$ cat src/rtl/perm_pkg.sv
// Shared constants and the stride-4 source-index helper for the 64-point
// permutation engine.
package perm_pkg;

  localparam int WIDTH   = 18;
  localparam int LANES   = 32;
  localparam int DEPTH   = 4;
  localparam int LATENCY = 5;
  localparam int CPLX    = LANES / 2;
  localparam int CW      = $clog2(DEPTH);
  localparam int MW      = $clog2(CPLX);

  // Output (c', m') carries k = DEPTH*m' + c'. With power-of-two sizes that is
  // {m', c'}: the upper CW bits are the source vector, the lower MW bits the source lane.
  function automatic logic [CW+MW-1:0] src_index(input logic [CW-1:0] c_out,
                                                 input logic [MW-1:0] m_out);
    return {m_out, c_out};
  endfunction

endpackage

$ cat src/rtl/perm_bank.sv
// One frame of DEPTH x LANES words: a whole vector is written per cycle, and
// the read port returns one output vector already in stride-permuted order.
module perm_bank #(
  parameter int WIDTH = perm_pkg::WIDTH,
  parameter int LANES = perm_pkg::LANES,
  parameter int DEPTH = perm_pkg::DEPTH
) (
  input  logic                       clk,
  input  logic                       wr_en,
  input  logic [$clog2(DEPTH)-1:0]   wr_idx,
  input  logic [LANES*WIDTH-1:0]     wr_data,
  input  logic [$clog2(DEPTH)-1:0]   rd_idx,
  output logic [LANES*WIDTH-1:0]     rd_data
);
  import perm_pkg::*;

  logic [LANES-1:0][WIDTH-1:0] mem [DEPTH];
  logic [LANES-1:0][WIDTH-1:0] rd_lanes;

  // Frame storage carries no reset; the read side never exposes an unwritten frame.
  always_ff @(posedge clk) begin
    if (wr_en) mem[wr_idx] <= wr_data;
  end

  for (genvar mo = 0; mo < CPLX; mo++) begin : g_rd
    logic [CW+MW-1:0] src;
    assign src              = src_index(rd_idx, MW'(mo));
    assign rd_lanes[2*mo]   = mem[src[CW+MW-1:MW]][{src[MW-1:0], 1'b0}];
    assign rd_lanes[2*mo+1] = mem[src[CW+MW-1:MW]][{src[MW-1:0], 1'b1}];
  end

  assign rd_data = rd_lanes;

endmodule

$ cat src/rtl/stride_perm_32x4.sv
// Stride-4 permutation of 64-point complex frames, 32 words per cycle, ping-pong banks.
// Optional macro PERM_OVERRUN_DET_EN: ignore early frame starts and flag them on overrun.
module stride_perm_32x4 #(
  parameter int WIDTH = perm_pkg::WIDTH,
  parameter int LANES = perm_pkg::LANES,
  parameter int DEPTH = perm_pkg::DEPTH
) (
  input  logic             clk,
  input  logic             reset,
  input  logic             next_in,
  input  logic [WIDTH-1:0] X0_in,  X1_in,  X2_in,  X3_in,  X4_in,  X5_in,  X6_in,  X7_in,
  input  logic [WIDTH-1:0] X8_in,  X9_in,  X10_in, X11_in, X12_in, X13_in, X14_in, X15_in,
  input  logic [WIDTH-1:0] X16_in, X17_in, X18_in, X19_in, X20_in, X21_in, X22_in, X23_in,
  input  logic [WIDTH-1:0] X24_in, X25_in, X26_in, X27_in, X28_in, X29_in, X30_in, X31_in,
  output logic [WIDTH-1:0] Y0,  Y1,  Y2,  Y3,  Y4,  Y5,  Y6,  Y7,
  output logic [WIDTH-1:0] Y8,  Y9,  Y10, Y11, Y12, Y13, Y14, Y15,
  output logic [WIDTH-1:0] Y16, Y17, Y18, Y19, Y20, Y21, Y22, Y23,
  output logic [WIDTH-1:0] Y24, Y25, Y26, Y27, Y28, Y29, Y30, Y31,
  output logic             next_out,
  output logic             overrun
);
  import perm_pkg::*;

  logic [LANES*WIDTH-1:0] x_bus, y_q, rd_data0, rd_data1;
  logic [CW-1:0]          wr_cnt, rd_cnt;
  logic                   wr_active, rd_active, bank_sel, next_out_q;
  logic                   frame_done, restart;

  assign x_bus = {X31_in, X30_in, X29_in, X28_in, X27_in, X26_in, X25_in, X24_in,
                  X23_in, X22_in, X21_in, X20_in, X19_in, X18_in, X17_in, X16_in,
                  X15_in, X14_in, X13_in, X12_in, X11_in, X10_in, X9_in,  X8_in,
                  X7_in,  X6_in,  X5_in,  X4_in,  X3_in,  X2_in,  X1_in,  X0_in};

  assign {Y31, Y30, Y29, Y28, Y27, Y26, Y25, Y24,
          Y23, Y22, Y21, Y20, Y19, Y18, Y17, Y16,
          Y15, Y14, Y13, Y12, Y11, Y10, Y9,  Y8,
          Y7,  Y6,  Y5,  Y4,  Y3,  Y2,  Y1,  Y0} = y_q;

  assign next_out   = next_out_q;
  assign frame_done = wr_active && (wr_cnt == CW'(DEPTH-1));

`ifdef PERM_OVERRUN_DET_EN
  logic early, overrun_q;
  // A start is early while a frame is still being captured; the last input cycle is fine.
  assign early   = next_in && wr_active && !frame_done;
  assign restart = next_in && !early;
  assign overrun = overrun_q;

  always_ff @(posedge clk or negedge reset) begin
    if (!reset)     overrun_q <= 1'b0;
    else if (early) overrun_q <= 1'b1;
  end
`else
  // An early start simply restarts capture; the partial frame never completes.
  assign restart = next_in;
  assign overrun = 1'b0;
`endif

  // Capture stage: write counter, bank swap at frame end
  always_ff @(posedge clk or negedge reset) begin
    if (!reset) begin
      wr_active  <= 1'b0;
      wr_cnt     <= '0;
      bank_sel   <= 1'b0;
      next_out_q <= 1'b0;
    end else begin
      if (restart) begin
        wr_active <= 1'b1;
        wr_cnt    <= '0;
      end else if (wr_active) begin
        wr_cnt <= wr_cnt + CW'(1);
        if (frame_done) wr_active <= 1'b0;
      end
      bank_sel   <= bank_sel ^ frame_done;
      next_out_q <= frame_done;
    end
  end

  // Readout stage: read counter walks the bank that was just filled
  always_ff @(posedge clk or negedge reset) begin
    if (!reset) begin
      rd_active <= 1'b0;
      rd_cnt    <= '0;
      y_q       <= '0;
    end else begin
      if (frame_done) begin
        rd_active <= 1'b1;
        rd_cnt    <= '0;
      end else if (rd_active) begin
        rd_cnt <= rd_cnt + CW'(1);
        if (rd_cnt == CW'(DEPTH-1)) rd_active <= 1'b0;
      end
      if (rd_active) y_q <= bank_sel ? rd_data0 : rd_data1;
    end
  end

  perm_bank #(.WIDTH(WIDTH), .LANES(LANES), .DEPTH(DEPTH)) u_bank0 (
    .clk     (clk),
    .wr_en   (wr_active && !bank_sel),
    .wr_idx  (wr_cnt),
    .wr_data (x_bus),
    .rd_idx  (rd_cnt),
    .rd_data (rd_data0)
  );

  perm_bank #(.WIDTH(WIDTH), .LANES(LANES), .DEPTH(DEPTH)) u_bank1 (
    .clk     (clk),
    .wr_en   (wr_active && bank_sel),
    .wr_idx  (wr_cnt),
    .wr_data (x_bus),
    .rd_idx  (rd_cnt),
    .rd_data (rd_data1)
  );

endmodule

$ cat config.mk
export PLATFORM = sky130hd
export DESIGN_NAME = stride_perm_32x4
export DESIGN_NICKNAME = d
export VERILOG_FILES = /design/src/rtl/perm_pkg.sv /design/src/rtl/perm_bank.sv /design/src/rtl/stride_perm_32x4.sv
export SDC_FILE = /design/constraint.sdc
export NUM_CORES = 2
export LEC_CHECK = 0
export CAP_MARGIN = 20
export CORE_ASPECT_RATIO = 0.7
export CORE_MARGIN = 8
export CORE_UTILIZATION = 40
export DETAILED_ROUTE_END_ITERATION = 10
export PLACE_DENSITY_LB_ADDON = 0.08
export SLEW_MARGIN = 5
export SYNTH_ARGS = -nofsm -noshare
export SYNTH_HDL_FRONTEND = slang
export SYNTH_HIERARCHICAL = 1
export SYNTH_MEMORY_MAX_BITS = 65536
export SYNTH_SLANG_ARGS = --single-unit
$ cat constraint.sdc
create_clock -name clk -period 74.7 [get_ports clk]
set_clock_uncertainty 0.2 [all_clocks]
set_input_delay 11.205 -clock clk [delete_from_list [all_inputs] [get_ports clk]]
set_output_delay 11.205 -clock clk [all_outputs]
set_load 0.1 [all_outputs]
==> results.md <==
- Yosys mapped a number of flops with a built-in enable equal to 4608.
- The TritonCTS clock tree is done.
- The nature of the critical path startpoint is a flop.
- The global-route wire length before repair is 698200 µm.
- The switching power as a share of total power is 37.46%.
- The number of different library cells used by synthesis comes to 24.
- The floorplan step defined a core boundary enclosing 480800 µm².
- The slowest stage of the critical path is the clkdlybuf4s50_1 cell.
- The commonest cells after synthesis are edfxtp_1 (4608), mux4_2 (1152), dfrtp_1 (584).
- Registers take 153000 µm².
- The number of antenna-violating nets in the routed design is 0.
- For this design the static power due to leakage is 0.07503 µW.
- The number of violations of the max-capacitance limit is 0.
- The worst setup path is captured at an output port.
- For flop-to-flop paths, the worst setup slack is 67.08 ns.
- After clock tree synthesis, the flow added hold-fix buffers numbering 0.
- The biggest area contributor in the post-synthesis netlist is edfxtp_1.
- The number of pins exceeding their max-slew limit in the final report is 0.
- The maximum VDD drop is 0.04382 mV.
- In this run the tool buffered the top-level ports with 1155 buffer cells.
- Multiplexer cells account for 16.43% of the synthesized area.
- The maximum fanout along the worst path is 2.
- The final total negative setup slack is 0 ns.
- Dividing the detail-routed wire length by the instance count gives 28.82 µm.
- With fillers left out, the area of the finished cells amounts to 228100 µm².
- Setup repair after global routing left no endpoint under its margin.
- Among all flip-flop cells after synthesis, the most frequent one is edfxtp_1.
- The final cycle utilization of the critical path is 18.93%.
- The transition at the pin with the smallest max-transition slack is 1.194 ns.
- The multi-input combinational cell area is 36970 µm².
- Synthesis produced a netlist whose cell count is 8551.
- The die outline width is 846.5 µm.
- The remaining max-slew budget at the tightest pin is 20.16%.
- From synthesis to final layout, the design area changed by 18.11%.
- The depth of the CTS H-tree is 6.
- The simple logic cell fraction of the synthesized area is 1.164%.
- Sequential elements use 79.22% of the synthesized area.
- The type of the worst min-delay path is flop to flop.
- The starting utilization of the core area is 40.17%.
- The kind of cell adding the most delay to the critical path is buffers and inverters.
- The average vias per placed instance is 5.265.
- By instance count, the leading cell after synthesis is edfxtp_1.
- The root buffer cell is clkbuf_16.
- The count of filler cells inserted in the layout is 39614.
- The congestion estimate from routability-driven global placement came to 0.7489.
- The global-route total usage across every layer is 18.80%.
- The portion of synthesized cell area occupied by the leading cell type is 71.65%.
- The I/O pin count is 1157.
- Measured along the y axis, the die boundary spans 597.4 µm.
- The number of warnings printed during yosys synthesis is 6.
- In this run the cell area of the synthesized design comes to 193100 µm².
- The longest individual stage delay on the worst path is 1.21 ns.
- After synthesis, the cell types taking the most area are edfxtp_1 (72%), mux4_2 (13%), dfrtp_1 (7.6%), mux2i_1 (3.0%), a21oi_1 (1.5%).
- Cell internal power was estimated by the tool at 6463 µW.
- The number of remaining DRC errors is 0.
- At the worst endpoint, the arrival time is 2.74 ns.
- For this run, the post-layout net count is 10521.
- The via count of the routed design is 88797.
- In this run the power spent charging and discharging nets is 3871 µW.
- The flip-flop and latch count after synthesis is 5192.
- Sequential cells burn 38.9% of the power.
- The placement-stage cell area is 211000 µm².
- Static timing analysis puts the maximum clock frequency at 70.72 MHz.
- The fraction of final layout cells sized beyond drive strength 1 is 20.02%.
- The number of clock buffers added by TritonCTS is 526.
- The first TritonRoute pass finished after 5 iterations.
- The site row count is 213.
- The complex-gate fraction of the synthesized area is 1.504%.
- The clock net sink count is 5192.
- Entering global routing, the biggest net connects 164 pins.
- The flow ran to the end, and the final reports show no timing, DRC or antenna violations.
- The critical path is of the flop to output port type.
- By area, the combinational part of the netlist is dominated by multiplexers.
- The hold violation count in the final report came to 0.
- The net count after synthesis is 9132.
- Averaged over all synthesized cells, the footprint is 22.59 µm².
- The number of buffers between clock root and the deepest sink is 4.
- The share of power burned in combinational logic is 36.1%.
- Of the total synthesized cell area, the portion taken by full adders, half adders and majority gates is 0.01296%.
- For this design the ratio of total power to cell area is 45.31 nW/µm².
- Together, buffers and inverters on the worst path number 1.
- Setup violations remaining at the end of the flow were counted as 0.
- The total overflow left after global routing is 0.
- The total half-perimeter wirelength after legalization and detailed placement is 301500 µm.
- Post-CTS timing repair inserted 0 buffers for setup.
- The final period demand of the worst path is 14.14 ns.
- The synthesized-area fraction occupied by xor and xnor cells is 0.01361%.
- Traced cell by cell, the critical path runs through clkdlybuf4s50_1.
- The post-cts repair resize count is 0.
- The count of routing violations after the opening detailed-route iteration is 6483.
- The power consumption is 10330 µW.
- The clock-pin transition on the worst setup and hold timing paths is 0.06 ns.
- For the worst-skew pair, the clock arrives at the later sink with an insertion delay of 1.03 ns.
- The number of global-route vias before repair is 93123.
- The number of antenna violations at the first check in global routing is 196.
- The area of the die is 505700 µm².
- For the worst setup path, the data required time is 63.30 ns.
- The part of the total power dissipated in the clock network is 25.0%.
- The detailed-route wire length is 486200 µm.
- For this run, asynchronously set or reset flops after synthesis account for 11.25%.
-- metal layers --
layer	vias up	wire [µm]	GRT usage [%]
li1	38197	-	-
met2	2055	246700	32.02
met4	74	11350	4.755
met3	827	23200	3.651
met5	-	439	0
met1	47644	204500	24.91
-- power groups by stage --
stage | logic (µW) | registers (µW) | clock network [µW]
2_1_floorplan | 1680 | 5560 | 0
3_3_place_gp | 3800 | 4060 | 0
3_5_place_dp | 3820 | 4080 | 0
4_1_cts | 3830 | 4030 | 2660
5_1_grt | 3950 | 4070 | 2770
6_report | 3730 | 4020 | 2580
-- layout make-up --
type	count	share of cell area (%)
Antenna cell	46	0.05046
Clock buffer	722	6.437
Clock inverter	236	0.9379
Inverter	3	0.004937
Multi-Input combinational cell	2905	16.21
Sequential cell	5192	67.07
Tap cell	6450	3.538
Timing Repair Buffer	1312	5.749
-- worst register-to-register path: stages, from the launching register on --
cell,delay [ns]
dfrtp_4,0.97
buf_4,0.79
buf_4,0.91
buf_4,0.84
buf_4,0.74
buf_12,0.73
buf_4,0.99
mux4_2,0.66
mux2i_1,0.49
a21oi_1,0.15
-- layout by cell type, fill, tap and decap left out --
cell type and count:
inv_1 3, conb_1 1, mux2i_1 578, bufinv_16 27, buf_4 133, and3_4 2, nor3b_2 2, buf_16 4
inv_16 7, a21o_1 1, clkbuf_8 38, and3b_4 4, mux4_2 1152, and2_1 1, xnor2_1 3, dfrtp_1 580
buf_12 24, buf_8 1, clkinvlp_4 6, nor2b_1 1, edfxtp_1 4608, clkbuf_16 545, o21ai_0 1, a21oi_1 578
clkinv_1 69, diode_2 46, clkinv_2 92, dfrtp_4 4, ha_1 2, nand2_1 1, clkdlybuf4s50_1 1150, clkinv_4 2
clkbuf_1 139, clkinv_8 10, clkinv_16 2, inv_6 21, nor2_1 578
-- cells by family (layout without fill, tap and decap cells) --
logic type                 Yosys count  in the layout
adders and majority gates            2              2
AOI/OAI and AO/OA                  580            580
buffers and inverters              454           2273
muxes                             1730           1730
and+or+nand+nor                    589            589
DFF                               5192           5192
other                                1             47
xor gates and xnor gates             3              3
-- state kept, by name, summed over array words and instances, names as in the netlist --
| register | count |
|---|---|
| wr_active | 1 |
| rd_cnt | 2 |
| rd_active | 1 |
| wr_cnt | 2 |
| u_bank0/mem | 2304 |
| u_bank1/mem | 2304 |
| bank_sel | 1 |
| y_q | 576 |
| next_out | 1 |
-- final timing paths --
check / startpoint / to / cells past startpoint
setup / recovery: y_q[8] / Y0[8] / 1
max in group asynchronous: reset / y_q[525] / 5
setup reg to reg: rd_cnt[0] / y_q[271] / 9
min in group asynchronous: reset / y_q[174] / 1
hold reg to reg: y_q[505] / y_q[505] / 2
hold / removal: y_q[505] / y_q[505] / 2
-- metrics by stage --
stage	utilization (%)	setup slack, ns	hold slack [ns]	cells
floorplan	-	29.70	0.3522	8551
global placement	43.88	59.87	0.3073	15854
detailed placement	43.90	59.73	0.3116	15857
CTS	47.40	60.42	0.3253	16815
global route	47.44	60.40	0.3447	16845
finish	47.45	60.56	0.3242	16866
Power figures use the tool's default switching activity.
